===== src/rtl/seq_divider_pkg.sv =====
// Shared definitions for the sequential divider: FSM encoding and counter sizing.
package seq_divider_pkg;

  typedef enum logic [1:0] {
    IDLE = 2'd0,
    CALC = 2'd1,
    SIGN = 2'd2
  } state_e;

  function automatic int cnt_width(input int w);
    return $clog2(w) + 1;
  endfunction

endpackage


===== src/rtl/AbsoluteValue.sv =====
// Two's-complement magnitude; the most negative input maps to 2^(W-1) read as unsigned.
module AbsoluteValue #(
  parameter int l = 16
) (
  input  logic [l-1:0] val_i,
  output logic [l-1:0] mag_o
);

  assign mag_o = val_i[l-1] ? (~val_i + 1'b1) : val_i;

endmodule


===== src/rtl/GiveSign.sv =====
// Applies a sign to an unsigned magnitude by conditional two's-complement negation.
module GiveSign #(
  parameter int l = 16
) (
  input  logic [l-1:0] mag_i,
  input  logic         neg_i,
  output logic [l-1:0] val_o
);

  assign val_o = neg_i ? (~mag_i + 1'b1) : mag_i;

endmodule


===== src/rtl/seq_divider_div_step.sv =====
// One restoring-division iteration: shift in the next dividend bit, compare, subtract.
module seq_divider_div_step #(
  parameter int l = 16
) (
  input  logic [l:0]   rem_i,
  input  logic         msb_i,
  input  logic [l-1:0] dvs_i,
  output logic [l:0]   rem_o,
  output logic         qbit_o
);

  logic [l:0] shifted;
  logic       ge;

  assign shifted = {rem_i[l-1:0], msb_i};
  // A set top bit means the shifted value already exceeds any l-bit divisor.
  assign ge      = rem_i[l] | (shifted >= {1'b0, dvs_i});
  assign rem_o   = ge ? (shifted - {1'b0, dvs_i}) : shifted;
  assign qbit_o  = ge;

endmodule


===== src/rtl/seq_divider.sv =====
// Multi-cycle DIV/DIVU/REM/REMU unit: magnitude capture, l restoring steps, then sign fix-up.
module seq_divider
  import seq_divider_pkg::*;
#(
  parameter int l = 16
) (
  input  logic         clk,
  input  logic         reset,
  input  logic         Start,
  input  logic         Signed,
  input  logic [l-1:0] A,
  input  logic [l-1:0] B,
  output logic         Busy,
  output logic         Done,
  output logic [l-1:0] Q,
  output logic [l-1:0] R,
  output logic         DivZero
);

  localparam int CW = cnt_width(l);

  state_e        state_q, state_d;
  logic [CW-1:0] cnt_q, cnt_d;
  logic [l:0]    rem_q, rem_d;
  logic [l-1:0]  dvd_q, dvd_d;
  logic [l-1:0]  dvs_q, dvs_d;
  logic [l-1:0]  araw_q, araw_d;
  logic          qneg_q, qneg_d, rneg_q, rneg_d, dz_q, dz_d;
  logic [l-1:0]  q_q, q_d, r_q, r_d;
  logic          divzero_q, divzero_d, done_q, done_d;

  logic [l-1:0]  abs_a, abs_b, sgn_q, sgn_r;
  logic [l:0]    step_rem;
  logic          step_qbit;

  AbsoluteValue #(.l(l)) u_abs_a (.val_i(A), .mag_o(abs_a));
  AbsoluteValue #(.l(l)) u_abs_b (.val_i(B), .mag_o(abs_b));

  seq_divider_div_step #(.l(l)) u_step (
    .rem_i  (rem_q),
    .msb_i  (dvd_q[l-1]),
    .dvs_i  (dvs_q),
    .rem_o  (step_rem),
    .qbit_o (step_qbit)
  );

  GiveSign #(.l(l)) u_sgn_q (.mag_i(dvd_q),        .neg_i(qneg_q), .val_o(sgn_q));
  GiveSign #(.l(l)) u_sgn_r (.mag_i(rem_q[l-1:0]), .neg_i(rneg_q), .val_o(sgn_r));

  always_comb begin
    state_d   = state_q;
    cnt_d     = cnt_q;
    rem_d     = rem_q;
    dvd_d     = dvd_q;
    dvs_d     = dvs_q;
    araw_d    = araw_q;
    qneg_d    = qneg_q;
    rneg_d    = rneg_q;
    dz_d      = dz_q;
    q_d       = q_q;
    r_d       = r_q;
    divzero_d = divzero_q;
    done_d    = 1'b0;
    case (state_q)
      IDLE: begin
        if (Start) begin
          dvd_d   = Signed ? abs_a : A;
          dvs_d   = Signed ? abs_b : B;
          qneg_d  = Signed & (A[l-1] ^ B[l-1]);
          rneg_d  = Signed & A[l-1];
          dz_d    = (B == '0);
          araw_d  = A;
          rem_d   = '0;
          cnt_d   = '0;
          state_d = CALC;
        end
      end
      CALC: begin
        // The dividend register fills with quotient bits as it shifts out.
        rem_d = step_rem;
        dvd_d = {dvd_q[l-2:0], step_qbit};
        cnt_d = cnt_q + 1'b1;
        if (cnt_q == CW'(l - 1)) state_d = SIGN;
      end
      SIGN: begin
        if (dz_q) begin
          q_d       = '1;
          r_d       = araw_q;
          divzero_d = 1'b1;
        end else begin
          q_d       = sgn_q;
          r_d       = sgn_r;
          divzero_d = 1'b0;
        end
        done_d  = 1'b1;
        state_d = IDLE;
      end
      default: state_d = IDLE;
    endcase
  end

  always_ff @(posedge clk) begin
    if (reset) begin
      state_q   <= IDLE;
      cnt_q     <= '0;
      rem_q     <= '0;
      dvd_q     <= '0;
      dvs_q     <= '0;
      araw_q    <= '0;
      qneg_q    <= 1'b0;
      rneg_q    <= 1'b0;
      dz_q      <= 1'b0;
      q_q       <= '0;
      r_q       <= '0;
      divzero_q <= 1'b0;
      done_q    <= 1'b0;
    end else begin
      state_q   <= state_d;
      cnt_q     <= cnt_d;
      rem_q     <= rem_d;
      dvd_q     <= dvd_d;
      dvs_q     <= dvs_d;
      araw_q    <= araw_d;
      qneg_q    <= qneg_d;
      rneg_q    <= rneg_d;
      dz_q      <= dz_d;
      q_q       <= q_d;
      r_q       <= r_d;
      divzero_q <= divzero_d;
      done_q    <= done_d;
    end
  end

  assign Busy    = (state_q != IDLE);
  assign Done    = done_q;
  assign Q       = q_q;
  assign R       = r_q;
  assign DivZero = divzero_q;

endmodule


===== config.mk =====
export PLATFORM = sky130hd
export DESIGN_NAME = seq_divider
export DESIGN_NICKNAME = d
export VERILOG_FILES = /design/src/rtl/seq_divider_pkg.sv /design/src/rtl/AbsoluteValue.sv /design/src/rtl/GiveSign.sv /design/src/rtl/seq_divider_div_step.sv /design/src/rtl/seq_divider.sv
export SDC_FILE = /design/constraint.sdc
export NUM_CORES = 1
export LEC_CHECK = 0
export ABC_AREA = 1
export BUFFER_PORTS_ARGS = -buffer_cell sky130_fd_sc_hd__buf_2
export CORE_UTILIZATION = 38
export CTS_CLUSTER_DIAMETER = 120
export DETAILED_ROUTE_END_ITERATION = 7
export PLACE_DENSITY = 0.56
export SYNTH_ARGS = -nofsm -noshare
export SYNTH_HDL_FRONTEND = slang
export SYNTH_HIERARCHICAL = 1
export SYNTH_SLANG_ARGS = --single-unit
export TNS_END_PERCENT = 100

===== constraint.sdc =====
create_clock -name clk -period 3.8 [get_ports clk]
set_input_delay 0.57 -clock clk [delete_from_list [all_inputs] [get_ports clk]]
set_output_delay 0.57 -clock clk [all_outputs]
set_load 0.05 [all_outputs]

==> results.md <==
* Global-route wire length before repair at 35700 um
* 1st-iter DRT viols at 527
* Post-CTS resize count at 0
* Total CTS buffers at 9
* Setup-failing EPs final at 0
* Required @ worst endpoint at 4.02 ns
* Critical path launch point type: flip-flop
* GRT Overall Usage at between 20% and 30%
* VDD IR max at 0.660 mV
* Syn Std Cell Area at 7770 um2
* Final hold slack at 0.464 ns
* Hold Path Class: flip-flop to flip-flop
* Initial Utilization at between 30% and 40%
* Setup slack after layout at about 1.2 ns
* Max frequency at approximately 380 MHz
* Post-Route WL at around 22000 um
* P_int at 2.73 mW
* Post-synth EDFFs at 0
* Unrepaired setup endpoints after global routing: false
* Netlist cell types at 36
* Register-to-register setup slack at around 1.2 ns
* Routed wire per std cell at between 10 and 15 um
* RePlAce Congestion at around 0.9
* Register area share after synthesis at 28.1%
* Core area at 19800 um2
* Least-Margin Pin Slew at 1.03 ns
* Area leader, netlist: dfxtp_1
* Power per cell area at between 600 and 700 nW/um2
* Die area at ~21000 um2
* Synth top area share at between 20% and 30%
* Fraction of layout cells with a size suffix above 1 at 9.93%
* Root Buffer: clkbuf_16
* Clk_lat worst skew at 0.36 ns
* Detailed Place HPWL at between 15000 and 20000 um
* Power, Total at 5.53 mW
* DRT Pass-1 Iters at 5
* Sw Share at 50.7%
* Critical Path AT at 2.86 ns
* Part of the power in registers at between 20% and 30%
* # DRC at 0
* Place WS at 1.21 ns
* Nets@finish at 1373
* Status: completed
* CTS tree: built
* IO Pins at 71
* Largest cells by area after synthesis: dfxtp_1 28%, nand2_1 22%, inv_1 8.2%, a21oi_1 7.3%, o21ai_0 5.9%
* Combinational Power Share at 57.8%
* Psw at ~2.8 mW
* Clock Power Share at 16.9%
* Vias per cell at 4.88
* Top cells by count, synth: 463 x nand2_1, 170 x inv_1, 114 x a21oi_1
* Final-report hold violation count at 0
* Top-count cell post-synth: nand2_1
* Clock-pin slew on the worst setup and hold paths at 0.08 ns
* Largest net degree at the start of global routing at 76
* Synth-to-Final Area Change at 8.46%
* Crit end category: flip-flop
* Seq cells post-synth at 109
* Syn_nets at 1347
* Period utilization at 69.6%
* Vias in the first global route at around 6.8k
* Routed Antenna Nets at 0
* Mean Syn Cell Area at a little over 6 um2
* Port Buf Inserts at 70
* H-tree levels at 3
* Final clock skew at 0.0111 ns
* Initial antenna violation count at 0
* Max clock buf depth at 2
* Leak Pwr at 4.09 nW
* Max_cap viols at 0
* Std cell rows at 51
* Final Slew Violations at 0
* Worst-path fanout max at 18
* Die H at ~140 um
* Setup CP Type: flip-flop to flip-flop
* Number of post-CTS setup repair buffers at 0
* Post-synth top flop: dfxtp_1
* Hold Buf Count CTS at 0
* Vias post-DR at between 7k and 8k
* Post-synthesis cell count at 1288
* Layout Utilization at 42.6%
* TritonCTS Sinks at between 100 and 150
* ANT cells at 0
* Worst slew margin at 31.2%
* Total gr overflow at 0
* Yosys warnings at 6
* Die W at 145 um
* Final Critical Period at about 2.6 ns
* Setup_tns at 0 ns
* Async SR Flop Fraction at 0%
routing by layer:
| layer | GRT usage, % | share of wire, % | vias to the layer above |
|---|---|---|---|
| li1 | - | - | 4104 |
| met1 | 30.0 | 50 | 3464 |
| met2 | 32.5 | 44 | 141 |
| met3 | 1.95 | 3.4 | 28 |
| met4 | 9.20 | 2.8 | 0 |
| met5 | 0 | 0 | - |
critical path: stages (launching register included):
cell and delay, ns:
dfxtp_1 0.46, ha_1 0.33, nand2_1 0.14, nor2_1 0.09, nand2_1 0.09, nor2_1 0.06, nor2_2 0.71, nand2_4 0.29
nand2_1 0.15, nand2_1 0.06, nand2_1 0.06, a21oi_1 0.06
power by group through the flow:
stage	combinational (mW)	clock (mW)	sequential, mW
3_3_place_gp	3.16	0	1.42
2_1_floorplan	2.59	0	1.37
3_5_place_dp	3.16	0	1.43
4_1_cts	3.18	0.964	1.40
5_1_grt	3.65	1.01	1.42
6_report	3.20	0.936	1.40
sequential cells by signal, indices dropped and copies added (netlist names):
| register | cells |
|---|---|
| rem_q | 17 |
| Q | 16 |
| R | 16 |
| araw_q | 16 |
| dvd_q | 16 |
| dvs_q | 16 |
| cnt_q | 5 |
| state_q | 2 |
| DivZero | 1 |
| Done | 1 |
| dz_q | 1 |
| qneg_q | 1 |
| rneg_q | 1 |
cells in the final DEF (no fill, tap or decap), drive strengths merged, types with 10 or more instances in the layout:
cell    instances
a21oi         115
a31oi          16
buf            76
clkbuf         10
dfxtp         109
ha             22
inv           179
nand2         470
nand3          76
nand4          12
nor2           74
o21ai         103
xnor2          13
xor2           18
layout make-up:
cell class | instances | area (um2)
clock buffers | 10 | 229
clock inverters | 6 | 56.3
fillers | 2245 | 11400
inverters | 176 | 661
multi-input cells | 942 | 4570
flip-flops and latches | 109 | 2180
well taps | 265 | 332
repair buffers | 76 | 395
through the flow:
step	area [um2]	instances
final	8430	1584
after global routing	8430	1584
after detailed placement	8140	1568
after CTS	8430	1584
after floorplan	7770	1288
after global placement	8140	1568
cell families after synthesis:
family	Yosys count	synth area share (%)
and+or+nand+nor	649	34.7
AOI/OAI and AO/OA	239	16.9
buffers and inverters	237	13.1
DFF	109	28.1
xor gates and xnor gates	31	3.49
adders and majority gates	23	3.80
worst paths after layout:
check                   to  cells after the start      from
hold reg to reg      Q[13]                      2     Q[13]
hold / removal       Q[13]                      2     Q[13]
setup reg to reg  rem_q[7]                     11  rem_q[9]
setup / recovery  rem_q[7]                     11  rem_q[9]
Power figures use the tool's default switching activity.
